==> config.mk <==
export PLATFORM = sky130hd
export DESIGN_NAME = fpadd_arbiter
export DESIGN_NICKNAME = d
export VERILOG_FILES = /design/src/rtl/fpadd_arbiter.sv
export SDC_FILE = /design/constraint.sdc
export NUM_CORES = 1
export LEC_CHECK = 0
export ABC_AREA = 1
export CAP_MARGIN = 25
export CELL_PAD_IN_SITES_DETAIL_PLACEMENT = 1
export CELL_PAD_IN_SITES_GLOBAL_PLACEMENT = 1
export CORE_MARGIN = 5
export CORE_UTILIZATION = 25
export DETAILED_ROUTE_END_ITERATION = 16
export MAX_ROUTING_LAYER = met4
export PLACE_DENSITY = 0.8
export SLEW_MARGIN = 15
export SYNTH_ARGS = -nofsm -noshare
export SYNTH_HDL_FRONTEND = slang
export SYNTH_SLANG_ARGS = --single-unit
==> constraint.sdc <==
create_clock -name clk -period 1.9 [get_ports clk]
set_input_delay 0.38 -clock clk [delete_from_list [all_inputs] [get_ports clk]]
set_output_delay 0.38 -clock clk [all_outputs]
set_load 0.03 [all_outputs]
==> src/rtl/fpadd_arbiter.sv <==
// Round-robin arbiter sharing one multi-cycle FP adder between two requesters.
// Optional watchdog on the adder wait is enabled by defining FPADD_TIMEOUT_EN.
module fpadd_arbiter #(
  parameter int unsigned TIMEOUT = 16
) (
  input  logic        clk,
  input  logic        reset,
  input  logic [1:0]  req_valid,
  output logic [1:0]  req_ready,
  input  logic [31:0] req0_n0,
  input  logic [31:0] req0_n1,
  input  logic [31:0] req1_n0,
  input  logic [31:0] req1_n1,
  output logic [31:0] add_n0,
  output logic [31:0] add_n1,
  output logic        add_go,
  input  logic        add_done,
  input  logic [31:0] add_val,
  output logic [1:0]  rsp_valid,
  output logic [31:0] rsp_val,
  output logic        rsp_err,
  output logic        busy,
  output logic [3:0]  leds
);

  typedef enum logic [1:0] {S_IDLE, S_ISSUE, S_WAIT, S_RESP} state_e;

  state_e      state_q, state_d;
  logic        last_q, last_d;
  logic        gnt_q, gnt_d;
  logic [31:0] add_n0_q, add_n0_d;
  logic [31:0] add_n1_q, add_n1_d;
  logic [31:0] rsp_val_q, rsp_val_d;
  logic        rsp_err_q, rsp_err_d;
  logic        cand;
`ifdef FPADD_TIMEOUT_EN
  localparam logic [7:0] TO_LAST = 8'(TIMEOUT - 1);
  logic [7:0]  cnt_q, cnt_d;
`endif

  // Grant candidate: sole requester, or the one not served last on contention.
  always_comb begin
    cand = 1'b0;
    case (req_valid)
      2'b10:   cand = 1'b1;
      2'b11:   cand = ~last_q;
      default: cand = 1'b0;
    endcase
    req_ready = '0;
    if (state_q == S_IDLE && !reset && |req_valid) req_ready[cand] = 1'b1;
  end

  always_comb begin
    state_d   = state_q;
    last_d    = last_q;
    gnt_d     = gnt_q;
    add_n0_d  = add_n0_q;
    add_n1_d  = add_n1_q;
    rsp_val_d = rsp_val_q;
    rsp_err_d = rsp_err_q;
`ifdef FPADD_TIMEOUT_EN
    cnt_d     = cnt_q;
`endif
    case (state_q)
      S_IDLE: begin
        if (|req_ready) begin
          add_n0_d = cand ? req1_n0 : req0_n0;
          add_n1_d = cand ? req1_n1 : req0_n1;
          gnt_d    = cand;
          last_d   = cand;
          state_d  = S_ISSUE;
        end
      end
      S_ISSUE: begin
`ifdef FPADD_TIMEOUT_EN
        cnt_d   = '0;
`endif
        state_d = S_WAIT;
      end
      S_WAIT: begin
        if (add_done) begin
          rsp_val_d = add_val;
          rsp_err_d = 1'b0;
          state_d   = S_RESP;
        end
`ifdef FPADD_TIMEOUT_EN
        else if (cnt_q == TO_LAST) begin
          rsp_val_d = 32'h7FC0_0000;
          rsp_err_d = 1'b1;
          state_d   = S_RESP;
        end else begin
          cnt_d = cnt_q + 8'd1;
        end
`endif
      end
      S_RESP:  state_d = S_IDLE;
      default: state_d = S_IDLE;
    endcase
  end

  always_ff @(posedge clk) begin
    if (reset) begin
      state_q   <= S_IDLE;
      last_q    <= 1'b1;
      gnt_q     <= 1'b0;
      add_n0_q  <= '0;
      add_n1_q  <= '0;
      rsp_val_q <= '0;
      rsp_err_q <= 1'b0;
`ifdef FPADD_TIMEOUT_EN
      cnt_q     <= '0;
`endif
    end else begin
      state_q   <= state_d;
      last_q    <= last_d;
      gnt_q     <= gnt_d;
      add_n0_q  <= add_n0_d;
      add_n1_q  <= add_n1_d;
      rsp_val_q <= rsp_val_d;
      rsp_err_q <= rsp_err_d;
`ifdef FPADD_TIMEOUT_EN
      cnt_q     <= cnt_d;
`endif
    end
  end

  always_comb begin
    rsp_valid = '0;
    if (state_q == S_RESP) rsp_valid[gnt_q] = 1'b1;
    case (state_q)
      S_ISSUE: leds = 4'b0010;
      S_WAIT:  leds = 4'b0100;
      S_RESP:  leds = 4'b1000;
      default: leds = 4'b0001;
    endcase
  end

  assign add_n0  = add_n0_q;
  assign add_n1  = add_n1_q;
  assign add_go  = (state_q == S_ISSUE);
  assign busy    = (state_q != S_IDLE);
  assign rsp_val = rsp_val_q;
  assign rsp_err = rsp_err_q;

endmodule
==> out/qor.yml, run 1 <==
critical_path:
  worst_path_largest_cell_delay_ns: 0.42
  crit_buf_inv: 2
  crit_required_ns: 1.52
  crit_chain: "buf_4, ha_1, dlygate4sd2_1"
  cp_max_fo: 3
  worst_r2r_path_depth: 9
  r2r-start: "state_q[1]"
  worstSetupStartpointType: "flop"
  cp_slowest_cell: "dlygate4sd2_1"
  worstPathArrival_ns: 1.47
  critical-path-top-delay-family: "buffers and inverters"
  r2r-end: "rsp_val[25]"
  rrSetupSlack_ns: 0.25
  path_class: "reg -> out"
  end_kind: "output port"
routing:
  wl_per_cell_um: 16.65
  vias_per_cell: 4.613
  drt_iter0_drc: 132
  drt_first_pass_iters: 4
  drc: 0
  routed_wl_mm: 19.40
  num_vias: 5374
  drtAntennaViolNets: 0
sta:
  hold_viol: 0
  maxSlewHeadroom_pct: 61.61
  fin_crit_ns: 1.850
  rsz0062_at_grt: "true"
  worst_slew_pin_slew_ns: 0.5759
  setup_violations: 0
  slew_violations: 0
  max_freq_mhz: 540.6
  fin_crit_sh_pct: 97.35
  clock-skew-final_ns: 0.007139
synthesis:
  syn_inst: 677
  synth_seq_cells: 100
  yosysSeqAreaShare_pct: 43.91
  yosysUniqueCellTypes: 18
  yosysWarningCount: 0
  syn_avg_cell_area_um2: 6.735
  synth_area_um2: 4559
  syn_nets: 848
global_route:
  antenna_found_initial: 2
  grt_pass1_wl_mm: 30.26
  grt_util_all_layers_pct: 18.32
  overflow: 0
  grt_pass1_vias: 5558
  grt_max_degree: 50
job:
  cap_violations: 0
placed_design:
  place_inst: 1144
  dp_hpwl_mm: 14.09
  place.port_buffers: 270
  gp_congestion: 0.7659
cts:
  path_clk_slew_ns: 0.07
  cts_tree: "yes"
  cts_buffers: 9
  clkLatencyLatePin_ns: 0.35
  clock-sinks: 100
  clockBufferDepth: 2
  ctsRootBufferMaster: "clkbuf_16"
  htreeDepth: 3
floorplan:
  die_h_um: 145.0
  initial_core_util_pct: 25.38
  placementRows: 49
  dieArea_um2: 21040
  io_pins: 272
  core_um2: 17960
  fp.dieW_um: 145.0
layout:
  multi_input_area_um2: 2217
  area_growth_pct: 71.24
  nFillCells: 2227
  drive_gt1_share_pct: 6.210
  final_nets: 1100
  final_core_util_pct: 43.46
  seqCellArea_um2: 2004
  instances_no_fill: 1165
power:
  p_per_area_nw_per_um2: 1055
  p_leak_nw: 3.197
  ir_drop_uv: 512.9
  power_mw: 8.235
min_path:
  min_path_type: "reg -> reg"
  holdPathStages: 2
  min_to: "add_n0[1]"
  holdCritStartpoint: "add_n0[1]"
status:
  outcome: "finished clean"
-- where the power goes --
group | switching (mW) | leakage, nW | internal, mW
clock | 0.899 | 0.150 | 1.05
combinational | 2.11 | 2.23 | 1.51
sequential | 0.204 | 0.816 | 2.48
total | 3.21 | 3.20 | 5.03
-- flip-flops by register name, summed over array words and instances (netlist names) --
signal   count
add_n0      32
add_n1      32
rsp_val     32
state_q      2
gnt_q        1
last_q       1
-- how the worst max path moves through the flow --
stage / cells past startpoint / from / slack, ns / to
3_5_place_dp: 6 / req_valid[0] / 0.05 / req_ready[0]
3_3_place_gp: 6 / req_valid[0] / 0.07 / req_ready[0]
5_1_grt: 3 / state_q[0] / -0.01 / add_go
2_1_floorplan: 7 / state_q[0] / 0.12 / req_ready[0]
4_1_cts: 7 / state_q[0] / 0.03 / req_ready[0]
6_report: 3 / state_q[0] / 0.05 / add_go
-- timing repair --
action | CTS | global route
cloned | 0 | 0
setup endpoints to repair | 10 | 3
hold buffers | 0 | 0
hold endpoints to repair | 0 | 0
buffers inserted | 2 | 1
gates resized for setup | 16 | 5
pin swaps | 2 | 1
-- worst min-delay path, delay by kind of cell (launching register included) --
family             cells  cell delay [ns]
AOI/OAI and AO/OA      1             0.05
and+or+nand+nor        1             0.06
DFF                    1             0.31
-- kinds of logic after synthesis --
family                   after synthesis  share of synthesized area (%)
AO/OA/AOI/OAI                        100                          11.03
adder cells (fa/ha/maj)                6                          1.646
buffers and inverters                 65                          7.903
flip-flops                           100                          43.91
other                                  1                        0.08225
AND/OR/NAND/NOR                      405                          35.43
-- routing by layer --
metal | GRT usage [%] | up-vias | routed length (µm) | share of wire, %
li1 | - | 2649 | - | -
met1 | 21.19 | 2506 | 8098 | 42
met2 | 30.14 | 199 | 9270 | 48
met3 | 6.486 | 20 | 1685 | 8.7
met4 | 4.991 | 0 | 341 | 1.8
met5 | - | - | 0 | 0
-- through the flow --
stage / worst slack (ns) / instance area (µm²) / hold slack [ns] / TNS (ns)
finish: 0.05031 / 7807 / 0.4640 / 0
global route: -0.01259 / 7807 / 0.4813 / -0.02210
detailed placement: 0.05498 / 7456 / 0.4546 / 0
floorplan: 0.1216 / 4559 / 0.4287 / 0
global placement: 0.07224 / 7456 / 0.4511 / 0
CTS: 0.02631 / 7790 / 0.4658 / 0
-- placed cells by master, fill, tap and decap left out, types with 2 or more instances in the layout --
cell               n
nand2_1          265
a21oi_1           66
inv_2              3
clkbuf_16          9
nor2_2             2
nor2_1            68
buf_12             6
dlygate4sd2_1      7
buf_6              2
buf_4             18
diode_2            2
nand3_1           66
inv_8              2
dfxtp_1           98
nand2_2            3
clkdlybuf4s50_1  257
inv_1              8
o21ai_0           33
buf_2              2
ha_1               5
dfxtp_2            2
-- synth_stat cells --
| master | number | area, µm² |
|---|---|---|
| conb_1 | 1 | 3.750 |
| a21oi_1 | 66 | 330.3 |
| nand2_2 | 1 | 6.260 |
| o21bai_1 | 1 | 7.510 |
| inv_2 | 2 | 7.510 |
| o21ai_0 | 33 | 165.2 |
| buf_6 | 6 | 67.56 |
| nor2_1 | 69 | 259.0 |
| nand2_1 | 267 | 1002 |
| ha_1 | 6 | 75.07 |
| inv_1 | 10 | 37.54 |
| nor2_2 | 1 | 6.260 |
| nand3_1 | 66 | 330.3 |
| buf_4 | 12 | 90.09 |
| clkbuf_1 | 14 | 52.55 |
| nor2_4 | 1 | 11.26 |
| dfxtp_1 | 100 | 2002 |
| buf_2 | 21 | 105.1 |
-- cell type report --
type | count | share of cell area, %
sequential | 100 | 25.67
clock buffer | 9 | 2.885
timing repair buffer | 294 | 37.64
inverter | 12 | 0.6090
antenna | 2 | 0.06410
clock inverter | 7 | 1.058
multi-input combinational | 512 | 28.40
tap | 229 | 3.670
No activity file was read; power rests on OpenSTA's default activity.
==> run 2, diff against run 1 <==
Settings changed: GPL_ROUTABILITY_DRIVEN set to 1.
==> results of run 2 <==
The final DEF is identical to that of run 1; final timing and power are the same.
==> patch 1, RTL diff (config.mk and constraints of run 2) <==
Build with the macro `FPADD_TIMEOUT_EN` defined.
--- a/src/rtl/fpadd_arbiter.sv
+++ b/src/rtl/fpadd_arbiter.sv
@@ -1,5 +1,7 @@
 // Round-robin arbiter sharing one multi-cycle FP adder between two requesters.
 // Optional watchdog on the adder wait is enabled by defining FPADD_TIMEOUT_EN.
+`define FPADD_TIMEOUT_EN
+
 module fpadd_arbiter #(
   parameter int unsigned TIMEOUT = 16
 ) (
Function: same outputs for any inputs over 10 cycles, from zero or initial values and one cycle with reset high; that may be too few to reach the edited logic, so the function may still have changed.
==> patch 1 against run 2 <==
Final area grew 6.3%. Wire length shrank 0.11%. Synthesized cell count grew 12%. Area after synthesis grew 10%. Total power shrank 0.45%. Via count grew 3.5%. Non-clock buffer count shrank 2. Sequential cell count grew 9. Highest routed layer unchanged. Cell count grew 10%. Die area grew 9.5%. Sequential power grew 3%. Clock skew grew 0.0047 ns. Setup slack gained 0.021 ns.
==> patch 1: results (changes against run 2) <==
----------------------------------------------------
[Synth]
  Post-Synth XOR/XNOR Area ... 0.00174 (+0.00174)
  Syn Nets ... 931 (+9.8%)
  Number of distinct library cells after synthesis ... 24 (+6)
  Sequential element share of the synthesized area ... 0.434 (-0.00503)
  Post-Synth Adder-Cell Area ... 0.0174 (+0.000956)

[Global route]
  Number of antenna violations at the first check in global routing ... 0 (-2)
  Total routing usage reported by global routing ... 0.167 (-0.0159)
  Wire length of the first global-routing pass ... 30.6 mm (+1.3%)
  Pin count of the biggest net entering global routing ... 107 (+110%)

[Setup path]
  Endpoint of the worst-slack reg-to-reg timing path ... rsp_val[21]
  Worst Path Max Fanout ... 4 (+1)
  R2r startpoint ... state_q[0]
  Worst path arrival time ... 1.45 ns (-0.02 ns)

[Outcome]
  Status ... finished, final reports clean

[Cells and area]
  Count of nets after finishing ... 1188 (+8.0%)
  Number of inserted filler cells in the final layout ... 2471 (+11%)
  Diode insertion count for antenna repair ... 0 (-2)
  Fraction of final layout cells sized beyond drive strength 1 ... 0.0607 (-0.00137)

[Placement]
  Routability Congestion ... 0.793 (+3.5%)
  Port bufs ... 271 (+0.37%)

[Hold path]
  Launch instance of the worst min-delay path ... reset
  Hold Path Sink ... last_q
  Type of the tightest min-delay check ... in2reg

[Timing]
  Final worst clock skew ... 0.0118 ns (+0.00467 ns)
  Fin Hold WS ... 0.342 ns (-0.122 ns)

[Detailed routing]
  Detailed-route wire length per cell ... 15.1 um (-9.5%)
  Post-DR vias/cell ... 4.33 (-6.2%)
  Routed via count ... 5563 (+3.5%)

----------------------------------------------------
==> patch 1: worst max path at each step <==
stage                 start            to  slack, ns  cells past startpoint
2_1_floorplan    state_q[0]  req_ready[0]       0.12                      5
3_3_place_gp   req_valid[0]  req_ready[1]      -0.10                      7
3_5_place_dp   req_valid[0]  req_ready[1]      -0.12                      7
4_1_cts          state_q[0]  req_ready[1]     0.0002                      7
5_1_grt          state_q[0]  req_ready[0]    -0.0009                      6
6_report         state_q[0]  req_ready[0]       0.07                      6
==> patch 1: metal layers <==
| layer | part of all wire | GRT usage | vias up |
|---|---|---|---|
| met1 | 0.42 | 0.189 | 2565 |
| met3 | 0.050 | 0.0366 | 11 |
| met4 | 0.012 | 0.0420 | 0 |
| li1 | - | - | 2864 |
| met2 | 0.52 | 0.301 | 123 |
| met5 | 0 | - | - |
==> patch 1: layout make-up <==
type | count | area (sq um) | share of cell area
Timing Repair Buffer | 292 | 2940 | 0.354
Multi-Input combinational cell | 574 | 2450 | 0.296
Tap cell | 265 | 332 | 0.0400
Clock inverter | 6 | 45.0 | 0.00543
Inverter | 30 | 116 | 0.0140
Sequential cell | 109 | 2190 | 0.263
Clock buffer | 10 | 229 | 0.0276
==> patch 1: stage by stage <==
step           power [mW]  area [sq um]  setup slack [ns]  setup TNS (ns)  utilization
4_1_cts              8.33          8270          0.000163               0        0.421
2_1_floorplan        4.87          5030             0.120               0            -
3_3_place_gp         6.35          7980            -0.101          -0.101        0.406
6_report             8.20          8300            0.0715               0        0.422
3_5_place_dp         6.43          7980            -0.117          -0.869        0.406
5_1_grt              8.72          8300         -0.000925       -0.000925        0.422
==> patch 1: cells by family after synthesis <==
kind of cell / after synthesis
AND/OR/NAND/NOR: 456
flip-flops: 109
buffers and inverters: 76
adder cells (fa/ha/maj): 7
XOR/XNOR: 1
AO/OA/AOI/OAI: 110
==> patch 1: where the power goes <==
group          switching [mW]  leakage, nW  internal [mW]  total (mW)
Combinational            2.14         2.39           1.48        3.62
Sequential              0.164        0.887           2.60        2.77
Clock                   0.905        0.138          0.905        1.81
==> patch 1: timing repair <==
item                       in CTS  in global routing
setup endpoints to repair       6                 24
buffers inserted                1                  2
gates resized for setup        11                  7
hold buffers                    0                  0
pin swaps                       0                  1
cloned                          0                  0
==> patch 1: worst max-delay path, cell delays in order, from the launching register on <==
cell and delay (ns):
dfxtp_4 0.37, inv_4 0.07, ha_4 0.18, o211ai_4 0.10, buf_4 0.15, nor2_1 0.08
buf_4 0.17
==> patch 2, RTL diff (settings of run 2) <==
Without the edit above. Put a register stage on the output `leds`, cleared by the reset. The value now appears one clock later. The other outputs are not delayed to match.
--- a/src/rtl/fpadd_arbiter.sv
+++ b/src/rtl/fpadd_arbiter.sv
@@ -24,6 +24,8 @@
 );
 
   typedef enum logic [1:0] {S_IDLE, S_ISSUE, S_WAIT, S_RESP} state_e;
+
+  logic [3:0] leds_d;
 
   state_e      state_q, state_d;
   logic        last_q, last_d;
@@ -128,10 +130,10 @@
     rsp_valid = '0;
     if (state_q == S_RESP) rsp_valid[gnt_q] = 1'b1;
     case (state_q)
-      S_ISSUE: leds = 4'b0010;
-      S_WAIT:  leds = 4'b0100;
-      S_RESP:  leds = 4'b1000;
-      default: leds = 4'b0001;
+      S_ISSUE: leds_d = 4'b0010;
+      S_WAIT:  leds_d = 4'b0100;
+      S_RESP:  leds_d = 4'b1000;
+      default: leds_d = 4'b0001;
     endcase
   end
 
@@ -142,4 +144,12 @@
   assign rsp_val = rsp_val_q;
   assign rsp_err = rsp_err_q;
 
+  always_ff @(posedge clk) begin
+    if (reset) begin
+      leds <= '0;
+    end else begin
+      leds <= leds_d;
+    end
+  end
+
 endmodule
Function: changed (Yosys sat finds a counterexample within 4 cycles, from zero or initial values and one cycle with reset high).
==> patch 2 against run 2 <==
Synthesized cell count up 1.6%. Wire length down 1.2%. Area after synthesis up 3.1%. Total power up 0.77%. Setup slack better by 0.027 ns. Register-to-register slack better by 0.07 ns. Highest routed layer unchanged. Critical endpoint unchanged. Sequential cell count up 4. Final area up 2.0%.
==> patch 2: results (changes against run 2) <==
----------------------------------------------------
[Global route]
  Met2 usage in global routing ... 0.287 (-0.0146)
  Total routing usage reported by global routing ... 0.176 (-0.00758)
  Number of antenna violations at the first check in global routing ... 2 (unchanged)
  Vias in the first global route ... 5509 (-0.88%)
  Pin count of the biggest net entering global routing ... 66 (+32%)
  Met3 Usage GRT ... 0.0697 (+0.00485)
  Met1 Resource Use GR ... 0.199 (-0.0125)
  Wire length of the first global-routing pass ... 29.6 mm (-2.2%)

[Synth]
  Post-Synthesis Cells ... 688 (+1.6%)
  Top cells by area in the synthesized netlist ... dfxtp_1 44%, nand2_1 21%, a21oi_1 7.0%, nand3_1 7.0%, nor2_1 5.8%
  Flip-flop cell with the highest count after synthesis ... dfxtp_1
  EDFF count, synth ... 0 (unchanged)
  Yosys warnings ... 0 (unchanged)
  Syn Nets ... 859 (+1.3%)
  Number of distinct library cells after synthesis ... 20 (+2)
  Synth async-reset ratio ... 0 (unchanged)
  Sequential element share of the synthesized area ... 0.443 (+0.00383)
  Commonest cells in the synthesized netlist ... 266 x nand2_1, 104 x dfxtp_1, 73 x nor2_1, 66 x a21oi_1, 66 x nand3_1

[Detailed routing]
  Number of optimization iterations in the first detailed-route pass ... 4 (unchanged)
  DRC marker count from the first detailed-route iteration ... 124 (-6.1%)
  Detailed-route wire length per cell ... 16.2 um (-2.7%)
  Post-DR vias/cell ... 4.54 (-1.6%)

[Clock network]
  Buffers from clock root to sink, at most ... 2 (unchanged)
  Clock slew seen by the registers of the worst setup and hold paths ... 0.08 ns
  Worst-Skew Late Latency ... 0.35 ns (about the same)
  CTS Buf Count ... 9 (unchanged)
  Max H-tree Level ... 3 (unchanged)
  CTS root buf ... clkbuf_16

[Setup path]
  Highest-delay cell along the critical path ... dlygate4sd2_1
  Worst Path Max Fanout ... 3 (unchanged)
  Delay of the slowest cell on the worst path ... 0.42 ns (about the same)
  Worst path arrival time ... 1.44 ns (-0.03 ns)

[Placement]
  Port bufs ... 270 (unchanged)
  Routability Congestion ... 0.749 (-2.2%)
  Cell Area, Placed ... 7590 sq um (+1.7%)
  Detailed placer's ending HPWL ... 14.1 mm (+0.19%)

[Timing]
  Final worst clock skew ... 0.0105 ns (+0.00339 ns)

[Cells and area]
  Number of inserted filler cells in the final layout ... 2270 (+1.9%)
  Fraction of final layout cells sized beyond drive strength 1 ... 0.0655 (+0.00337)
  Count of nets after finishing ... 1113 (+1.2%)
  Layout Cells excl Fill ... 1183 (+1.5%)

[Outcome]
  Status ... finished, final reports clean

[Hold path]
  Type of the tightest min-delay check ... in2reg

[Power]
  VDD IR-drop max ... 0.000604 V (+18%)
  Leakage power total ... 3.25 nW (+1.6%)

----------------------------------------------------
## patch 2: cell families after synthesis
group | Yosys count | synth area share
flops | 104 | 0.443
fa+ha+maj | 6 | 0.0160
compound gates | 100 | 0.107
buf+inv | 68 | 0.0860
other cells | 1 | 0.000798
simple gates | 409 | 0.347
## patch 2: area by class of cell
cell class	instances	area share
flip-flops and latches	104	0.262
clock inverters	7	0.0110
well taps	234	0.0368
inverters	15	0.00802
diodes	2	0.000629
repair buffers	296	0.372
multi-input cells	516	0.281
clock buffers	9	0.0283
## patch 2: what timing repair did
item,in CTS,in global routing
hold buffers,0,0
setup endpoints to repair,5,3
pin swaps,1,2
gates cloned,0,0
setup buffers,3,2
endpoints found under the hold margin,0,0
resized for setup,13,3
## patch 2: layer usage
layer,wire (um),share of wire
met5,0,0
met4,374,0.020
met3,1830,0.096
met2,8970,0.47
met1,7980,0.42
## patch 2: stage by stage
stage	setup WS, ns	util
4_1_cts	0.0180	0.427
2_1_floorplan	0.124	-
5_1_grt	0.00222	0.428
6_report	0.0777	0.428
3_3_place_gp	0.0135	0.408
3_5_place_dp	-0.0130	0.408
## patch 2: final timing paths
kind                 to  slack [ns]  depth (start not counted)        from
min             leds[2]        0.34                          2       reset
min reg2reg  add_n1[23]        0.46                          2  add_n1[23]
max reg2reg  add_n0[26]        0.32                          9  state_q[1]
max              add_go        0.08                          3  state_q[0]
## patch 2: power by group
part           switching [mW]  internal, mW
logic                    2.06          1.51
clock network           0.934          1.05
registers               0.186          2.55
total                    3.18          5.12
## patch 2: critical path, delay by kind of cell, from the launching register on
kind                       cells  cell delay [ns]
buffers and inverters          2             0.54
DFF                            1             0.37
adders and majority gates      1             0.17
